$ cat config.mk
export PLATFORM = sky130hd
export DESIGN_NAME = pipe_stage_skid
export DESIGN_NICKNAME = d
export VERILOG_FILES = /design/src/rtl/pipe_stage_skid.sv
export SDC_FILE = /design/constraint.sdc
export NUM_CORES = 1
export LEC_CHECK = 0
export CORE_AREA = 2 2 147 149
export CTS_BUF_LIST = sky130_fd_sc_hd__clkbuf_4
export CTS_CLUSTER_SIZE = 30
export DETAILED_ROUTE_END_ITERATION = 7
export DIE_AREA = 0 0 149 151
export GPL_TIMING_DRIVEN = 1
export HOLD_SLACK_MARGIN = 0.08
export PLACE_DENSITY = 0.56
export SKIP_LAST_GASP = 1
export SLEW_MARGIN = 20
export SYNTH_ARGS = -nofsm -noshare
export SYNTH_HDL_FRONTEND = slang
export SYNTH_SLANG_ARGS = --single-unit
export TNS_END_PERCENT = 1
$ cat constraint.sdc
create_clock -name clk -period 5.65 [get_ports clk]
set_input_delay 1.13 -clock clk [delete_from_list [all_inputs] [get_ports clk]]
set_output_delay 1.13 -clock clk [all_outputs]
set_load 0.03 [all_outputs]
$ cat src/rtl/pipe_stage_skid.sv
// pipe_stage_skid: generic WIDTH-bit pipeline stage with valid/ready handshake,
// a one-entry skid buffer, synchronous flush and bubble insertion. It replaces
// the hand-written per-stage pipeline registers (F/D, D/E, E/M, M/W) and their
// separate enable/clear wiring.
//
// Upstream back-pressure is fully registered: in_ready comes straight from a
// flop, so there is no combinational path from out_ready or in_valid to in_ready.
//
// Ports:
//   clk        rising-edge clock
//   reset      asynchronous, active-high reset
//   in_valid   upstream holds a valid payload
//   in_ready   stage can accept a payload this cycle (registered)
//   in_data    upstream payload
//   out_valid  out_data carries a valid payload (registered)
//   out_ready  downstream accepts out_data this cycle
//   out_data   payload to the next stage (registered, BUBBLE_VAL when empty)
//   flush      discard every held and incoming payload at the next edge
//   occupancy  number of payloads held: 0, 1 or 2 (registered)
//
// Optional build macro PIPE_STAGE_PERF_EN adds two saturating 32-bit counters:
//   stall_cnt   cycles with out_valid=1 and out_ready=0
//   bubble_cnt  cycles with out_valid=0 and out_ready=1
// Both are cleared only by reset. Handshake behaviour is identical either way.

module pipe_stage_skid #(
  parameter int unsigned      WIDTH      = 64,
  parameter logic [WIDTH-1:0] BUBBLE_VAL = '0
) (
  input  logic             clk,
  input  logic             reset,
  input  logic             in_valid,
  output logic             in_ready,
  input  logic [WIDTH-1:0] in_data,
  output logic             out_valid,
  input  logic             out_ready,
  output logic [WIDTH-1:0] out_data,
  input  logic             flush,
  output logic [1:0]       occupancy
`ifdef PIPE_STAGE_PERF_EN
  ,
  output logic [31:0]      stall_cnt,
  output logic [31:0]      bubble_cnt
`endif
);

  localparam int unsigned OCC_W = 2;

  // State is the pair (m_valid, s_valid); (0,1) is illegal.
  typedef enum logic [1:0] {
    ST_EMPTY = 2'b00,
    ST_ONE   = 2'b10,
    ST_FULL  = 2'b11
  } state_e;

  state_e             state_q;
  state_e             state_d;
  logic [WIDTH-1:0]   m_data_q;
  logic [WIDTH-1:0]   m_data_d;
  logic [WIDTH-1:0]   s_data_q;
  logic [WIDTH-1:0]   s_data_d;
  logic               in_ready_q;
  logic               in_ready_d;
  logic [OCC_W-1:0]   occ_q;
  logic [OCC_W-1:0]   occ_d;

  logic               m_valid;
  logic               s_valid;
  logic               in_xfer;
  logic               out_xfer;

  assign m_valid  = state_q[1];
  assign s_valid  = state_q[0];
  assign in_xfer  = in_valid & in_ready_q;
  assign out_xfer = m_valid & out_ready;

  // State register: storage for both entries plus the registered status outputs.
  always_ff @(posedge clk or posedge reset) begin
    if (reset) begin
      state_q    <= ST_EMPTY;
      m_data_q   <= BUBBLE_VAL;
      s_data_q   <= BUBBLE_VAL;
      in_ready_q <= 1'b1;
      occ_q      <= '0;
    end else begin
      state_q    <= state_d;
      m_data_q   <= m_data_d;
      s_data_q   <= s_data_d;
      in_ready_q <= in_ready_d;
      occ_q      <= occ_d;
    end
  end

  // Next-state logic. Flush overrides everything, dropping a coincident input
  // even though the upstream handshake completed.
  always_comb begin
    state_d  = state_q;
    m_data_d = m_data_q;
    s_data_d = s_data_q;
    if (flush) begin
      state_d  = ST_EMPTY;
      m_data_d = BUBBLE_VAL;
      s_data_d = BUBBLE_VAL;
    end else begin
      case (state_q)
        ST_EMPTY: begin
          if (in_xfer) begin
            state_d  = ST_ONE;
            m_data_d = in_data;
          end
        end
        ST_ONE: begin
          if (in_xfer && out_xfer) begin
            m_data_d = in_data;
          end else if (in_xfer) begin
            // Downstream stalled: park the new payload in the skid entry.
            s_data_d = in_data;
            state_d  = ST_FULL;
          end else if (out_xfer) begin
            m_data_d = BUBBLE_VAL;
            state_d  = ST_EMPTY;
          end
        end
        ST_FULL: begin
          // in_ready is low here, so only the drain path can fire.
          if (out_xfer) begin
            m_data_d = s_data_q;
            s_data_d = BUBBLE_VAL;
            state_d  = ST_ONE;
          end
        end
        default: begin
          state_d  = ST_EMPTY;
          m_data_d = BUBBLE_VAL;
          s_data_d = BUBBLE_VAL;
        end
      endcase
    end
  end

  // Output logic: next values of the registered status outputs, derived from
  // the next state so in_ready and occupancy stay flop-driven.
  always_comb begin
    in_ready_d = 1'b1;
    occ_d      = '0;
    in_ready_d = ~state_d[0];
    occ_d      = OCC_W'(state_d[1]) + OCC_W'(state_d[0]);
  end

  assign out_valid = m_valid;
  assign out_data  = m_data_q;
  assign in_ready  = in_ready_q;
  assign occupancy = occ_q;

  // The skid entry is only ever filled behind a valid main entry.
  a_skid_implies_main : assert property (@(posedge clk) disable iff (reset) s_valid |-> m_valid);

`ifdef PIPE_STAGE_PERF_EN
  localparam int unsigned CNT_W = 32;

  logic [CNT_W-1:0] stall_cnt_q;
  logic [CNT_W-1:0] bubble_cnt_q;

  // Saturating performance counters; flush leaves them untouched.
  always_ff @(posedge clk or posedge reset) begin
    if (reset) begin
      stall_cnt_q  <= '0;
      bubble_cnt_q <= '0;
    end else begin
      if (m_valid && !out_ready && (stall_cnt_q != '1)) begin
        stall_cnt_q <= stall_cnt_q + CNT_W'(1);
      end
      if (!m_valid && out_ready && (bubble_cnt_q != '1)) begin
        bubble_cnt_q <= bubble_cnt_q + CNT_W'(1);
      end
    end
  end

  assign stall_cnt  = stall_cnt_q;
  assign bubble_cnt = bubble_cnt_q;
`endif

endmodule
# Word-level counts from Yosys, hierarchy flattened

Index checks and enable logic that the tools add are counted.

Word-level logic and storage cells: 39
Flip-flop bits (word level): 133
Output and inout port bits: 68
Bits of input ports: 69

Equal/unequal tests: 9
Reductions and logical operators: 4
Add/subtract/negate cells: 1
Bitwise operators: 3
Mux-type cells: 17

Operators with widths:

| kind                                        | number |
|---|---|
| 2-to-1 mux 64 bit                           | 8 |
| one-hot mux 64 bit (3 select lines)         | 2 |
| 2-to-1 mux 2 bit                            | 6 |
| != test 3 bit (second input constant)       | 4 |
| != test 4 bit (second input constant)       | 2 |
| AND reduction 4 bit                         | 2 |
| one-hot mux 2 bit (3 select lines)          | 1 |
| equality test 2 bit (second input constant) | 2 |
| adder 1 x 1 -> 2 bit                        | 1 |
| bitwise AND 1 bit                           | 2 |
| zero test 2 bit                             | 1 |
| != test 2 bit (second input constant)       | 1 |
| logical AND 1 bit                           | 1 |
| NOT 1 bit                                   | 1 |

# Longest topological paths before layout

Gate-level depths: netlist of run 1.

Depth in word-level cells: 7
Mapped depth: 7
Gate-level depth less buffers: 5

# Worst setup path after synthesis of run 1

OpenSTA, ideal clock, no wires.

Path kind: input-to-reg
Start: input port out_ready
End: register s_data_q[0]
Library setup time: 0.079 ns
Buffers on the path: 2
Cell stages on the path: 5
Data arrival time: 2.102 ns
Slack: 3.468 ns
Data required time: 5.571 ns
Cells stage by stage: nand2b_2 -> a211oi_2 -> buf_6 -> buf_12 -> mux2i_1

Longest elaborated chain between the ends: 4
Elaborated cells between the ends (all ways): 5
Classes of those cells: 2 x eq/ne; 1 x bitwise; 2 x reduce/logical

Ends and longest elaborated chain:

| element                                  | RTL line | text |
|---|---|---|
| from (decl)                              | 36       | `input logic out_ready,` |
| bitwise AND 1 bit (*)                    | 75       | `assign out_xfer = m_valid & out_ready;` |
| logical AND 1 bit                        | 113      | `if (in_xfer && out_xfer) begin` |
| != test 3 bit (no source line)           | --       |  |
| AND reduction 4 bit (no source line) (*) | --       |  |
| to (signal assigned)                     | 88       | `s_data_q <= s_data_d;` |
| to (decl)                                | 60       | `logic [WIDTH-1:0] s_data_q;` |

Every way passes the cells marked *; elsewhere a longest branch is shown, timed or not.
A chain may end at the register's enable or synchronous reset.

# Worst setup path after layout of run 1

Start: register state_q[0]
End: register m_data_q[3], in the netlist out_data[3]

Longest elaborated chain between the ends: 3
Elaborated cells between the ends (all ways): 10
Classes of those cells: 6 x eq/ne; 2 x mux; 2 x reduce/logical

Ends and longest elaborated chain:

| element                                                                          | RTL line | text |
|---|---|---|
| from (decl)                                                                      | 56       | `state_e state_q;` |
| from (signal assigned)                                                           | 86       | `state_q <= state_d;` |
| equality test 2 bit / zero test 2 bit (equally long branches)                    | 105      | `case (state_q)` |
| != test 4 bit (no source line), or another cell as far along                     | --       |  |
| AND reduction 4 bit (no source line) / 2-to-1 mux 64 bit (equally long branches) | --       |  |
| to (signal assigned)                                                             | 87       | `m_data_q <= m_data_d;` |
| to (decl)                                                                        | 58       | `logic [WIDTH-1:0] m_data_q;` |

Parallel ways exist; a longest one is shown, timed or not.

==> impl_metrics.py, run 1 <==
metrics = {
    "setup_path": {
        "critical_path.cell_chain": "nor2_4, buf_4, a22oi_1, or2_2, buf_4, o2bb2ai_1",
        "slowest_delay_ns": 0.69,
        "rrSetupSlack_ns": 2.58,
        "critPathCaptureType": "register",
        "rr_endpoint": "out_data[3]",
        "path_buf_inv": 2,
        "cp_max_fo": 39,
        "critPathSlowestCell": "nor2_4",
        "cp_common_cell": "buf_4",
        "reg2reg_depth": 6,
        "crit_arrival_ns": 3.52,
        "critPathKind": "register to register",
        "cp_top_family": "simple AND/OR/NAND/NOR gates",
        "r2r_start": "state_q[0]",
        "required_ns": 6.10,
        "crit_path_start_kind": "register",
    },
    "final_layout": {
        "fill_cells": 2072,
        "nets": 775,
        "final_common_cell": "clkdlybuf4s50_1",
        "diodes": 0,
        "drive_above_1_share_pct": 6.55,
        "syn2layout_area_growth_pct": 27.9,
        "layout_common_cells": "clkdlybuf4s50_1 (136), dfrtp_1 (132), nand2_1 (66), inv_1 (65), a21oi_1 (65)",
        "final_util_pct": 39.2,
    },
    "synthesis": {
        "syn-num-nets": 659,
        "yosys-top-cells-area": "dfrtp_1 (52%), mux2i_1 (10%), a22o_1 (8.8%), o2bb2ai_1 (8.8%), a21oi_1 (5.1%)",
        "ys_warn_count": 0,
        "ys_types": 24,
        "synth_ff_type": "dfrtp_1",
        "synth-async-reset-ratio_pct": 100,
        "syn_area_um2": 6380,
        "synth_edf_count": 0,
        "synth.top_cell.area_share_pct": 51.8,
        "yosys.area.top_type": "dfrtp_1",
        "yosysSeqAreaShare_pct": 52.2,
        "synthCells": 589,
        "ys_ff_latch": 133,
        "avgSynthCellArea_um2": 10.8,
    },
    "drt": {
        "drc": 0,
        "via_count": 4906,
        "drt-total-wl_mm": 16.0,
        "drtIter0Drc": 230,
        "dr.pass1.iters": 6,
        "drtAntennaViolNets": 0,
        "wl_per_cell_um": 16.1,
        "vias_per_cell": 4.94,
    },
    "grt": {
        "grt_use_met1_pct": 20.6,
        "use_met3_pct": 4.28,
        "grt_pass1_vias": 5150,
        "grt_util_met2_pct": 23.3,
        "overflow": 0,
        "grt_pass1_wl_mm": 27.0,
        "grt_util_all_layers_pct": 15.1,
        "antenna_found_initial": 0,
        "grt_max_degree": 107,
        "grt_busiest_layer": "met2",
    },
    "clock_network": {
        "cts_tree": "yes",
        "holdBufCountCts": 0,
        "cts.sinks": 133,
        "clk-insertion-delay-late_ns": 0.54,
        "clockRootBuffer": "clkbuf_4",
        "cts_made_buffers": 17,
        "htree_num_levels": 4,
        "cts_setup_buffers": 0,
        "path_clk_slew_ns": 0.11,
        "post_cts_resized": 0,
        "cts_buffer_depth": 2,
    },
    "floorplanning": {
        "die_area_um2": 22500,
        "die_w_um": 149,
        "rows": 53,
        "coreArea_um2": 20800,
        "start_util_pct": 30.7,
        "ios": 137,
        "die_h_um": 151,
    },
    "pwr": {
        "swShare_pct": 28.7,
        "p_per_area_nw_per_um2": 264,
        "p_clk_share_pct": 32.6,
        "intPower_w": 0.00154,
        "power.leakage_nw": 3.44,
        "vdd_ir_drop_max_v": 0.000118,
        "p_comb_share_pct": 19.3,
        "p_switching_w": 0.000619,
        "seqPwrFrac_pct": 48.1,
    },
    "sta": {
        "fin_tns_setup_ns": 0,
        "worst_pin_slew_ns": 1.12,
        "final.setup_skew_ns": 0.0156,
        "min_period_over_period_pct": 54.4,
        "setup_viol": 0,
        "min_period_ns": 3.07,
        "maxSlewHeadroom_pct": 25.3,
        "max_freq_ghz": 0.325,
        "rsz0062_at_grt": "no",
        "final-max-slew-violation-count": 0,
        "final-hold-violation-count": 0,
    },
    "worst_hold_path": {
        "worstHoldPathCells": 1,
        "hold_end": "out_data[23]",
        "min_from": "out_data[23]",
        "worstHoldPathType": "register to register",
    },
    "run_status": {
        "status": "complete, no violations",
    },
    "placement": {
        "io_buffers": 136,
        "hpwl_mm": 10.3,
        "place_congestion": 0.764,
    },
    "job": {
        "cap_violations": 0,
    },
}
==> layer usage <==
metal  part of all wire (%)  vias to the layer above
met1                     49                     2463
met3                    5.1                       11
met5                      0                        -
li1                       -                     2326
met4                   0.87                        0
met2                     46                      106
==> worst reg2reg max path, delay by kind of cell, from the launching register on <==
family          cells  cell delay (ns)
compound gates      2             0.35
buf+inv             2             0.88
flops               1             0.55
simple gates        2             1.22
==> cells by family after synthesis <==
family                   synth area share [%]
AO/OA/AOI/OAI                            23.1
adder cells (fa/ha/maj)                 0.196
buffers and inverters                    9.14
flip-flops                               52.2
multiplexers                             10.0
AND/OR/NAND/NOR                          5.35
==> registers in the layout (all words and copies together) (netlist names) <==
signal     flops
in_ready       1
s_data_q      64
occupancy      2
out_data      64
state_q        2
==> worst max-delay path by stage <==
stage          startpoint            to  cells after the start  slack [ns]
3_3_place_gp    out_ready   s_data_q[0]                      6        2.28
4_1_cts        state_q[0]   out_data[5]                      6        2.54
6_report       state_q[0]   out_data[3]                      6        2.58
2_1_floorplan       reset  occupancy[0]                      1        0.97
5_1_grt        state_q[0]  out_data[14]                      6        2.31
3_5_place_dp    out_ready  s_data_q[38]                      6        2.15
==> cell type report <==
class                           instances  area, µm²  share of cell area (%)
Inverter                               67        256                    3.14
Sequential cell                       133       3330                    40.8
Clock buffer                           19        143                    1.75
Tap cell                              275        344                    4.22
Clock inverter                         13        163                    1.99
Multi-Input combinational cell        342       2500                    30.7
Timing Repair Buffer                  144       1420                    17.4
==> power by group through the flow <==
stage	Clock, W	Sequential [W]	Combinational, W
after floorplan	0	0.00111	0.000197
after global placement	0	0.00106	0.000415
after detailed placement	0	0.00106	0.000420
after CTS	0.000729	0.00104	0.000422
after global routing	0.000770	0.00105	0.000453
final	0.000703	0.00104	0.000416
==> cells in the mapped netlist, types with 2 or more instances <==
master and count:
dfrtp_1 132, inv_1 66, nand2_1 66, a21oi_1 65, a22o_1 64, mux2i_1 64, o2bb2ai_1 64, buf_2 40
buf_12 6, nor2_1 4, and2_1 2, nand2b_1 2, nor2_2 2, nor3_2 2
==> through the flow <==
step / setup WS (ns) / instance area [µm²] / cells / total power [W] / hold slack, ns
floorplan: 0.967 / 6380 / 589 / 0.00131 / 0.497
global placement: 2.28 / 7850 / 961 / 0.00147 / 0.472
detailed placement: 2.15 / 7850 / 961 / 0.00148 / 0.473
CTS: 2.54 / 8160 / 993 / 0.00219 / 0.505
global route: 2.31 / 8160 / 993 / 0.00227 / 0.520
finish: 2.58 / 8160 / 993 / 0.00216 / 0.497
Power figures use the tool's default switching activity.
==> inputs of run 2 (changes only) <==
==> constraint.sdc (replaced) <==
create_clock -name clk -period 3 [get_ports clk]
set_input_delay 0.6 -clock clk [delete_from_list [all_inputs] [get_ports clk]]
set_output_delay 0.6 -clock clk [all_outputs]
set_load 0.03 [all_outputs]
==> impl_metrics.py, run 2 (synthesized netlist as in run 1, its figures left out) <==
metrics = {
    "floorplanning": {
        "start_util_pct": 30.7,
        "die_area_um2": 22500,
        "rows": 53,
        "ios": 137,
        "coreArea_um2": 20800,
        "die_h_um": 151,
        "die_w_um": 149,
    },
    "final_layout": {
        "layout_common_cells": "clkdlybuf4s50_1 (136), dfrtp_1 (132), nand2_1 (66), inv_1 (65), a21oi_1 (65)",
        "final_util_pct": 39.3,
        "seq_area_um2": 3330,
        "drive_above_1_share_pct": 7.63,
        "postLayoutCellArea_um2": 8190,
        "diodes": 0,
        "syn2layout_area_growth_pct": 28.3,
        "multi_input_area_um2": 2500,
        "nets": 778,
        "final_common_cell": "clkdlybuf4s50_1",
        "fill_cells": 2075,
    },
    "job": {
        "cap_violations": 0,
    },
    "setup_path": {
        "crit_end": "out_valid",
        "worst-path-stages": 1,
        "critPathCaptureType": "output port",
        "cp_max_fo": 8,
        "cp_top_family": "buffers and inverters",
        "path_buf_inv": 1,
        "critPathSlowestCell": "clkdlybuf4s50_1",
        "reg2reg_depth": 5,
        "rrSetupSlack_ns": 0.97,
        "critical_path.cell_chain": "clkdlybuf4s50_1",
        "r2r_start": "state_q[0]",
        "critPathKind": "register to output port",
        "rr_endpoint": "out_data[61]",
        "crit_arrival_ns": 1.78,
        "required_ns": 2.40,
        "crit_path_start_kind": "register",
        "worstSetupStartpoint": "state_q[1]",
        "slowest_delay_ns": 0.74,
    },
    "sta": {
        "rsz0062_at_grt": "no",
        "min_period_ns": 2.38,
        "final-hold-violation-count": 0,
        "worst_pin_slew_ns": 0.720,
        "final-max-slew-violation-count": 0,
        "min_period_over_period_pct": 79.3,
        "max_freq_ghz": 0.420,
        "setup_viol": 0,
        "final.setup_skew_ns": 0.0151,
        "fin_tns_setup_ns": 0,
        "maxSlewHeadroom_pct": 52.0,
    },
    "drt": {
        "wl_per_cell_um": 15.4,
        "via_count": 4787,
        "drtAntennaViolNets": 0,
        "dr.pass1.iters": 6,
        "drc": 0,
        "drt-total-wl_mm": 15.4,
        "drtIter0Drc": 185,
        "vias_per_cell": 4.81,
    },
    "pwr": {
        "power.leakage_nw": 3.46,
        "power_w": 0.00385,
        "p_per_area_nw_per_um2": 471,
        "vdd_ir_drop_max_v": 0.000198,
    },
    "clock_network": {
        "path_clk_slew_ns": 0.11,
        "cts_made_buffers": 17,
        "clockRootBuffer": "clkbuf_4",
        "clk-insertion-delay-late_ns": 0.50,
        "cts_buffer_depth": 2,
        "cts_tree": "yes",
        "holdBufCountCts": 0,
        "htree_num_levels": 4,
        "cts.sinks": 133,
        "cts_setup_buffers": 0,
        "post_cts_resized": 0,
    },
    "placement": {
        "io_buffers": 136,
        "hpwl_mm": 9.63,
        "place_congestion": 0.720,
        "post_dp_cell_area_um2": 7940,
    },
    "grt": {
        "grt_use_met1_pct": 19.2,
        "grt_max_degree": 134,
        "grt_busiest_layer": "met2",
        "overflow": 0,
        "grt_pass1_vias": 5032,
        "grt_pass1_wl_mm": 25.7,
        "use_met3_pct": 4.31,
        "antenna_found_initial": 0,
        "grt_util_all_layers_pct": 14.4,
        "grt_util_met2_pct": 22.9,
    },
    "worst_hold_path": {
        "worstHoldPathType": "register to register",
        "min_from": "out_data[26]",
    },
    "run_status": {
        "status": "complete, no violations",
    },
}
-- run 2: cell types whose count changed in the layout (fill, tap and decap cells not counted), sizes merged --
| cell | before | now |
|---|---|---|
| clkbuf | 19 | 22 |
| clkinvlp | 2 | 3 |
| inv | 67 | 66 |
| buf | 8 | 11 |
| bufinv | 4 | 1 |
-- run 2: cell type report --
type                    instances  share of cell area, %
multi-input cells             342                   30.6
flip-flops and latches        133                   40.7
well taps                     275                   4.20
clock inverters                10                   1.02
inverters                      67                   3.12
repair buffers                147                   18.4
clock buffers                  22                   2.02
-- run 2: where the power goes --
part / internal, W / leakage [nW] / switching (W) / total, W
Sequential: 0.00189 / 1.81 / 0.0000609 / 0.00195
Combinational: 0.000353 / 1.51 / 0.000435 / 0.000788
Clock: 0.000450 / 0.143 / 0.000661 / 0.00111
Total: 0.00270 / 3.46 / 0.00116 / 0.00385
-- run 2: worst min-delay path by stage --
stage,end,slack (ns),depth (start not counted)
5_1_grt,out_data[30],0.51,1
6_report,out_data[26],0.50,1
3_5_place_dp,out_data[44],0.47,1
3_3_place_gp,out_data[16],0.47,1
2_1_floorplan,s_data_q[0],0.50,2
4_1_cts,out_data[44],0.50,1
-- run 2: metal layers --
layer	wire, µm	part of all wire (%)
met2	7090	46
met3	815	5.3
met1	7380	48
met5	0	0
met4	72	0.47
-- run 2: stage by stage --
| step | hold slack [ns] | instances | setup slack, ns |
|---|---|---|---|
| 2_1_floorplan | 0.497 | 589 | 0.750 |
| 3_3_place_gp | 0.470 | 964 | 0.600 |
| 3_5_place_dp | 0.473 | 964 | 0.507 |
| 4_1_cts | 0.504 | 996 | 0.537 |
| 5_1_grt | 0.514 | 996 | 0.446 |
| 6_report | 0.500 | 996 | 0.620 |
